File: config.mk
export PLATFORM = sky130hd
export DESIGN_NAME = serial_bit_feeder
export DESIGN_NICKNAME = d
export VERILOG_FILES = /design/src/rtl/feeder_pkg.sv /design/src/rtl/feeder_skid_buf.sv /design/src/rtl/serial_bit_feeder.sv
export SDC_FILE = /design/constraint.sdc
export NUM_CORES = 1
export LEC_CHECK = 0
export CORE_MARGIN = 1.5
export CORE_UTILIZATION = 43
export DETAILED_ROUTE_END_ITERATION = 10
export PLACE_DENSITY = 0.75
export SYNTH_ARGS = -nofsm -noshare
export SYNTH_HDL_FRONTEND = slang
export SYNTH_SLANG_ARGS = --single-unit
export TNS_END_PERCENT = 20
File: constraint.sdc
create_clock -name clk_i -period 1.4 [get_ports clk_i]
set_input_delay 0.14 -clock clk_i [delete_from_list [all_inputs] [get_ports clk_i]]
set_output_delay 0.14 -clock clk_i [all_outputs]
set_load 0.005 [all_outputs]
File: src/rtl/feeder_pkg.sv
// Shared types and helpers for the serial bit feeder.
package feeder_pkg;

    localparam int unsigned FEEDER_WIDTH_DEF = 8;

    typedef enum logic {
        IDLE  = 1'b0,
        SHIFT = 1'b1
    } feeder_state_t;

    // Width of the transmit-order bit index for a given word width.
    function automatic int unsigned FEEDER_IDX_W(input int unsigned width);
        return $clog2(width);
    endfunction

endpackage

File: src/rtl/feeder_skid_buf.sv
// One-entry holding buffer that lets the next word be taken while the
// current word is still shifting out. Ready is a registered !full.
module feeder_skid_buf
    import feeder_pkg::*;
#(
    parameter int unsigned WIDTH = FEEDER_WIDTH_DEF
) (
    input  logic             clk_i,
    input  logic             clr_i,
    input  logic             push,
    input  logic             pop,
    input  logic [WIDTH-1:0] wr_data,
    output logic [WIDTH-1:0] rd_data,
    output logic             full,
    output logic             ready
);

    logic [WIDTH-1:0] buf_q;
    logic             full_q;
    logic             full_d;
    logic             ready_q;

    // Occupancy after this edge; push and pop never coincide.
    always_comb begin
        full_d = (full_q & ~pop) | push;
    end

    // Buffer storage, full flag and the ready register derived from it.
    always_ff @(posedge clk_i or posedge clr_i) begin
        if (clr_i) begin
            buf_q   <= '0;
            full_q  <= 1'b0;
            ready_q <= 1'b0;
        end else begin
            if (push) begin
                buf_q <= wr_data;
            end
            full_q  <= full_d;
            ready_q <= ~full_d;
        end
    end

    assign rd_data = buf_q;
    assign full    = full_q;
    assign ready   = ready_q;

endmodule

File: src/rtl/serial_bit_feeder.sv
// Parallel-to-serial front end for the 1011 detector: takes WIDTH-bit
// words over valid/ready and streams them one bit per clock, gapless
// across back-to-back words. Define FEEDER_SKID_EN to add a one-entry
// holding buffer so the next word can be taken early.
module serial_bit_feeder
    import feeder_pkg::*;
#(
    parameter int unsigned WIDTH     = FEEDER_WIDTH_DEF,
    parameter bit          MSB_FIRST = 1'b1
) (
    input  logic                           clk_i,
    input  logic                           clr_i,
    input  logic [WIDTH-1:0]               data_i,
    input  logic                           data_valid_i,
    output logic                           data_ready_o,
    output logic                           input_o,
    output logic                           valid_o,
    output logic                           busy_o,
    output logic [FEEDER_IDX_W(WIDTH)-1:0] bit_idx_o
);

    localparam int unsigned           IDX_W    = FEEDER_IDX_W(WIDTH);
    localparam logic [IDX_W-1:0]      LAST_IDX = IDX_W'(WIDTH - 1);

    feeder_state_t    state_q, state_d;
    logic [IDX_W-1:0] idx_q, idx_d;
    logic [WIDTH-1:0] shreg_q, shreg_d;
    logic             valid_q, valid_d;

    logic             accept_c;
    logic             last_c;
    logic             load_c;
    logic [WIDTH-1:0] load_word_c;
    logic [WIDTH-1:0] shifted_c;

    assign accept_c = data_valid_i & data_ready_o;
    assign last_c   = (state_q == SHIFT) && (idx_q == LAST_IDX);

`ifdef FEEDER_SKID_EN
    logic             push_c;
    logic             pop_c;
    logic             buf_full;
    logic             buf_ready;
    logic [WIDTH-1:0] buf_data;

    // Mid-word accepts park in the buffer; idle or last-bit accepts go straight in.
    assign push_c      = accept_c && (state_q == SHIFT) && !last_c;
    assign pop_c       = last_c && buf_full;
    assign load_c      = (accept_c && !push_c) || pop_c;
    assign load_word_c = pop_c ? buf_data : data_i;

    feeder_skid_buf #(
        .WIDTH(WIDTH)
    ) u_skid (
        .clk_i  (clk_i),
        .clr_i  (clr_i),
        .push   (push_c),
        .pop    (pop_c),
        .wr_data(data_i),
        .rd_data(buf_data),
        .full   (buf_full),
        .ready  (buf_ready)
    );

    assign data_ready_o = buf_ready;
    assign busy_o       = (state_q == SHIFT) || buf_full;
`else
    logic alive_q;

    // Holds ready low until the first edge after reset is released.
    always_ff @(posedge clk_i or posedge clr_i) begin
        if (clr_i) begin
            alive_q <= 1'b0;
        end else begin
            alive_q <= 1'b1;
        end
    end

    assign load_c       = accept_c;
    assign load_word_c  = data_i;
    assign data_ready_o = alive_q && ((state_q == IDLE) || last_c);
    assign busy_o       = (state_q == SHIFT);
`endif

    // Shift direction follows the configured bit order.
    always_comb begin
        if (MSB_FIRST) begin
            shifted_c = {shreg_q[WIDTH-2:0], 1'b0};
        end else begin
            shifted_c = {1'b0, shreg_q[WIDTH-1:1]};
        end
    end

    // Next-state, counter and shift register update.
    always_comb begin
        state_d = state_q;
        idx_d   = idx_q;
        shreg_d = shreg_q;
        case (state_q)
            IDLE: begin
                if (load_c) begin
                    state_d = SHIFT;
                    idx_d   = '0;
                    shreg_d = load_word_c;
                end
            end
            SHIFT: begin
                if (last_c) begin
                    idx_d = '0;
                    if (load_c) begin
                        shreg_d = load_word_c;
                    end else begin
                        state_d = IDLE;
                        shreg_d = '0;
                    end
                end else begin
                    idx_d   = idx_q + IDX_W'(1);
                    shreg_d = shifted_c;
                end
            end
            default: begin
                state_d = IDLE;
                idx_d   = '0;
                shreg_d = '0;
            end
        endcase
        valid_d = (state_d == SHIFT);
    end

    // State and datapath registers; reset discards any word in flight.
    always_ff @(posedge clk_i or posedge clr_i) begin
        if (clr_i) begin
            state_q <= IDLE;
            idx_q   <= '0;
            shreg_q <= '0;
            valid_q <= 1'b0;
        end else begin
            state_q <= state_d;
            idx_q   <= idx_d;
            shreg_q <= shreg_d;
            valid_q <= valid_d;
        end
    end

    assign input_o   = MSB_FIRST ? shreg_q[WIDTH-1] : shreg_q[0];
    assign valid_o   = valid_q;
    assign bit_idx_o = idx_q;

endmodule
# ---- After elaboration in Yosys (flattened, before gate mapping)
# Cells that the tools add are included.
dict set report totals {
  output_inout_bits 7
  ram_bits 0
  romBits 0
  mem_count 0
  inputBits 11
  regBits 13
  latchBits 0
  elab_cells 22
}
dict set report classes {
  n_eq_ne 2
  shifts 0
  n_div 0
  addsub 1
  bitwise 2
  n_lt_le_gt_ge 0
  n_mux 10
  mul 0
  reduce_logical 3
}
# cell count
set ops {}
lappend ops {{$mux W8} 3}
lappend ops {{$pmux W8 S2} 1}
lappend ops {{$mux W3} 2}
lappend ops {{$pmux W3 S2} 1}
lappend ops {{$add A3 B1 Y3 const B} 1}
lappend ops {{$eq A3 B3 Y1 const B} 1}
lappend ops {{$logic_and A1 B1 Y1} 2}
lappend ops {{$mux W1} 2}
lappend ops {{$ne A2 B2 Y1 const B} 1}
lappend ops {{$pmux W1 S2} 1}
lappend ops {{$and A1 B1 Y1} 1}
lappend ops {{$logic_or A1 B1 Y1} 1}
lappend ops {{$not A1 Y1} 1}

# ---- Depth between registers and ports, before layout
dict set report depth {
  word_depth 8
  ltp_mapped 6
  depth_no_buf 5
}

# ---- Least setup slack after synthesis
# Ideal clock, no wire load.
dict set report synth_path {
  path_kind {register to register}
  from {register idx_q[0] (netlist: bit_idx_o[0])}
  to {register shreg_q[1]}
  setup_time_ps 118
  period_less_slack_ps 1343
  stages_incl_launch_ff 7
  path_buffers 1
  arrival_time_ps 1225
  required_ps 1282
  setup_slack_ps 57
  path_cell_list {dfrtp_1 ha_1 ha_1 nor2b_4 buf_6 a22o_1 a21o_1}
}
dict set report synth_via {
  elab_chain_len 8
  elab_cells_between_ends 9
  cone_classes {eq/ne (2); mux (3); bitwise (1); reduce/logical (3)}
}
# element line
set synth_lines {}
lappend synth_lines {{start, declared} serial_bit_feeder.sv:26} ;# logic [IDX_W-1:0] idx_q, idx_d;
lappend synth_lines {{start signal, assigned} serial_bit_feeder.sv:139} ;# idx_q <= idx_d;
lappend synth_lines {{$eq A3 B3 Y1 *} serial_bit_feeder.sv:37} ;# assign last_c = (state_q == SHIFT) && (idx_q == LAST_IDX);
lappend synth_lines {{$logic_and A1 B1 Y1 *} serial_bit_feeder.sv:37}
lappend synth_lines {{$logic_or A1 B1 Y1} serial_bit_feeder.sv:81} ;# assign data_ready_o = alive_q && ((state_q == IDLE) || last_c);
lappend synth_lines {{$logic_and A1 B1 Y1} serial_bit_feeder.sv:81}
lappend synth_lines {{$and A1 B1 Y1} serial_bit_feeder.sv:36} ;# assign accept_c = data_valid_i & data_ready_o;
lappend synth_lines {{$mux W8} serial_bit_feeder.sv:110} ;# if (load_c) begin
lappend synth_lines {{$mux W8} serial_bit_feeder.sv:108} ;# if (last_c) begin
lappend synth_lines {{$pmux W8 S2} serial_bit_feeder.sv:99} ;# case (state_q)
lappend synth_lines {{end signal, assigned} serial_bit_feeder.sv:140} ;# shreg_q <= shreg_d;
lappend synth_lines {{end, declared} serial_bit_feeder.sv:27} ;# logic [WIDTH-1:0] shreg_q, shreg_d;
# Every way passes the cells marked *; elsewhere a longest branch is shown, timed or not.
# A chain may end at the register's enable or synchronous reset.

# ---- Worst setup path in the final report
dict set report layout_path {
  from {register idx_q[0] (netlist: bit_idx_o[0])}
  to {output port data_ready_o}
}
dict set report layout_via {
  elab_chain_len 4
}
# element line
set layout_lines {}
lappend layout_lines {{$eq A3 B3 Y1} serial_bit_feeder.sv:37}
lappend layout_lines {{$logic_and A1 B1 Y1} serial_bit_feeder.sv:37}
lappend layout_lines {{$logic_or A1 B1 Y1} serial_bit_feeder.sv:81}
lappend layout_lines {{$logic_and A1 B1 Y1} serial_bit_feeder.sv:81}
lappend layout_lines {{end, declared} serial_bit_feeder.sv:15} ;# output logic data_ready_o,
# Every way passes these cells.

==> reports/qor.yml <==
synthesis:
  yosysTopAreaCell: "dfrtp_1"
  yosysWarnings: 0
  syn-cell-area_um2: 580.6
  synth_edf_count: 0
  synthTopCellsByArea: "dfrtp_1 56%, a22o_1 14%, a21o_1 10%, ha_1 4.3%, nor2b_4 2.4%"
  yosysUniqueCellTypes: 16
  synthArstFlopShare_pct: 100.0
  synth_commonest_cells: "13 x dfrtp_1, 9 x a22o_1, 8 x a21o_1"
  ys_seq_area_share_pct: 56.03
  synth_seq_cells: 13
  synthFlopType: "dfrtp_1"
  yosysTopAreaCellShare_pct: 56.03
  synthesis.nets: 57
  syn_inst: 44
  synth_most_common_cell: "dfrtp_1"
  syn_avg_cell_area_um2: 13.19
cts:
  cts_tree: "built"
  clock_sinks: 13
  clk_pin_slew_ns: 0.08
  cts_buffer_depth: 2
  hold_buffers: 0
  h-tree-depth: 1
  clk_latency_ns: 0.27
  cts_inserted_buffers: 3
  cts_root_buf: "clkbuf_4"
run_status:
  status: "finished, violations left"
  violations: "negative setup slack"
floorplanning:
  die_height_um: 39.75
  die_x_um: 39.75
  io_pins: 18
  die_area_mm2: 0.001580
  core_mm2: 0.001285
  num_rows: 13
  start_util_pct: 45.18
timing:
  hold_violations: 0
  final.setup.tns_ns: -0.2898
  setup_violations: 10
  setup_slack_ns: -0.04326
  fin_worst_skew_ns: 0.001009
  drv_slew: 0
  post-route-period-util_pct: 103.1
  fin_crit_ns: 1.443
  fmax_ghz: 0.6929
  grt_setup_unrepaired: "yes"
flow_run:
  cap_violations: 0
routing:
  first_iter_violations: 7
  ant_nets: 0
  vias: 437
  drt-pass1-iter-count: 2
  vias_per_cell: 5.081
  drc: 0
  routed_wl_mm: 1.150
  wl_per_cell_um: 13.37
critical_path:
  cp-start-kind: "flop"
  path_class: "reg2out"
  critPathCaptureType: "output port"
  cp_data_arrival_time_ns: 1.30
  crit_required_ns: 1.26
  crit_path_max_fanout: 2
placed_design:
  place_ws_ns: -0.1025
  gp_congestion: 0.6621
  io_buffers: 17
  dp.cells: 80
  dp_hpwl_um: 746.1
  placed_cell_area_um2: 795.8
power_and_ir_drop:
  powerDensity_mw_per_mm2: 1970
  vdd_drop_max_mv: 1.280
  internal_power_mw: 1.161
  combPwrFrac_pct: 51.7
  p_sw_share_pct: 31.63
  p_leak_nw: 0.4841
  clkPwrFrac_pct: 13.8
  p_switching_uw: 537.3
  seqPwrFrac_pct: 34.6
final_layout:
  drive_above_1_share_pct: 25.35
  fin_cells: 86
  fin_area_um2: 862.1
  fin_nets: 85
  num_antenna_cells: 0
  synthToLayoutAreaGrowth_pct: 48.49
  n_fill_cell: 105
grt:
  grt_max_degree: 14
  grt_pass1_wl_mm: 1.766
  overflow: 0
  grt_pass1_vias: 390
  grt_util_all_layers_pct: 17.43
  antenna_found_initial: 0
worst_hold_path:
  hp-class: "in2async"
## sequential cells by signal (all words and copies together) (netlist names)
register	count
bit_idx_o	3
valid_o	1
alive_q	1
shreg_q	8
## power groups by stage
stage / clock network [mW] / registers, mW / logic [mW]
global placement: 0 / 0.580 / 0.817
detailed placement: 0 / 0.583 / 0.830
finish: 0.234 / 0.587 / 0.878
floorplan: 0 / 0.596 / 0.456
CTS: 0.235 / 0.583 / 0.871
global route: 0.249 / 0.602 / 0.957
## cell usage in the layout, fill, tap and decap left out
cell / netlist / layout
nor2b_1: 1 / 1
buf_4: 1 / 8
dlymetal6s2s_1: 0 / 4
ha_2: 0 / 1
nor2b_4: 1 / 1
buf_2: 0 / 1
clkdlybuf4s15_1: 0 / 1
dfrtp_1: 13 / 13
a21o_1: 8 / 8
ha_4: 0 / 1
clkbuf_4: 0 / 3
conb_1: 1 / 1
and3b_1: 1 / 1
nand2b_1: 1 / 1
nor2_4: 0 / 1
mux2_2: 1 / 1
a22o_1: 9 / 9
inv_1: 1 / 1
nand2_1: 1 / 1
clkdlybuf4s50_1: 0 / 11
clkbuf_1: 0 / 1
a21oi_2: 1 / 1
## kinds of logic after synthesis
kind of cell / Yosys count / synth area share [%]
adder cells (fa/ha/maj): 2 / 4.310
flip-flops: 13 / 56.03
AND/OR/NAND/NOR: 6 / 7.760
AO/OA/AOI/OAI: 18 / 25.43
other: 1 / 0.6459
buffers and inverters: 3 / 3.879
multiplexers: 1 / 1.940
## metal layers
| layer | global-route usage (%) | share of wire [%] |
|---|---|---|
| met5 | 0 | 0 |
| met4 | 10.34 | 1.8 |
| met3 | 3.409 | 4.0 |
| met2 | 24.59 | 46 |
| met1 | 24.28 | 48 |
## path summary, 6_finish.rpt
path                                          endpoint                      from  slack (ns)  cells after the start
worst max-delay path                      data_ready_o  bit_idx_o[0]$_DFFE_PP0P_       -0.04                      5
worst min-delay path            shreg_q[1]$_DFFE_PP0P_                     clr_i        0.18                      2
worst max register to register  shreg_q[4]$_DFFE_PP0P_  bit_idx_o[0]$_DFFE_PP0P_       -0.04                      6
worst min register to register  shreg_q[7]$_DFFE_PP0P_    shreg_q[7]$_DFFE_PP0P_        0.58                      2
max in group asynchronous       shreg_q[5]$_DFFE_PP0P_                     clr_i        0.90                      2
min in group clk_i              shreg_q[1]$_DFFE_PP0P_                 data_i[1]        0.44                      2
## timing repair
item / CTS / global route
endpoints found under the setup margin: 11 / 15
pin swaps: 1 / 1
buffers inserted: 1 / 1
gates cloned: 0 / 0
resized for setup: 8 / 5
## area by class of cell
cell class / instances / area (um2) / area share, %
flip-flops and latches: 13 / 325.3 / 37.74
multi-input cells: 28 / 252.7 / 29.32
repair buffers: 25 / 235.2 / 27.29
clock buffers: 4 / 26.28 / 3.048
well taps: 15 / 18.77 / 2.177
inverters: 1 / 3.754 / 0.4354
## stage by stage
step	hold slack, ns	util [%]	power [mW]
2_1_floorplan	0.01696	-	1.052
3_3_place_gp	0.4903	61.93	1.397
3_5_place_dp	0.4873	61.93	1.413
4_1_cts	0.1917	65.63	1.689
5_1_grt	0.2446	67.09	1.807
6_report	0.1751	67.09	1.699
## critical path, cell delays in order, from the launching register on
cell and delay (ns):
dfrtp_1 0.40, ha_2 0.21, ha_4 0.16, nor2b_4 0.10, nor2b_1 0.05, buf_2 0.12
No activity file was read; power rests on OpenSTA's default activity.
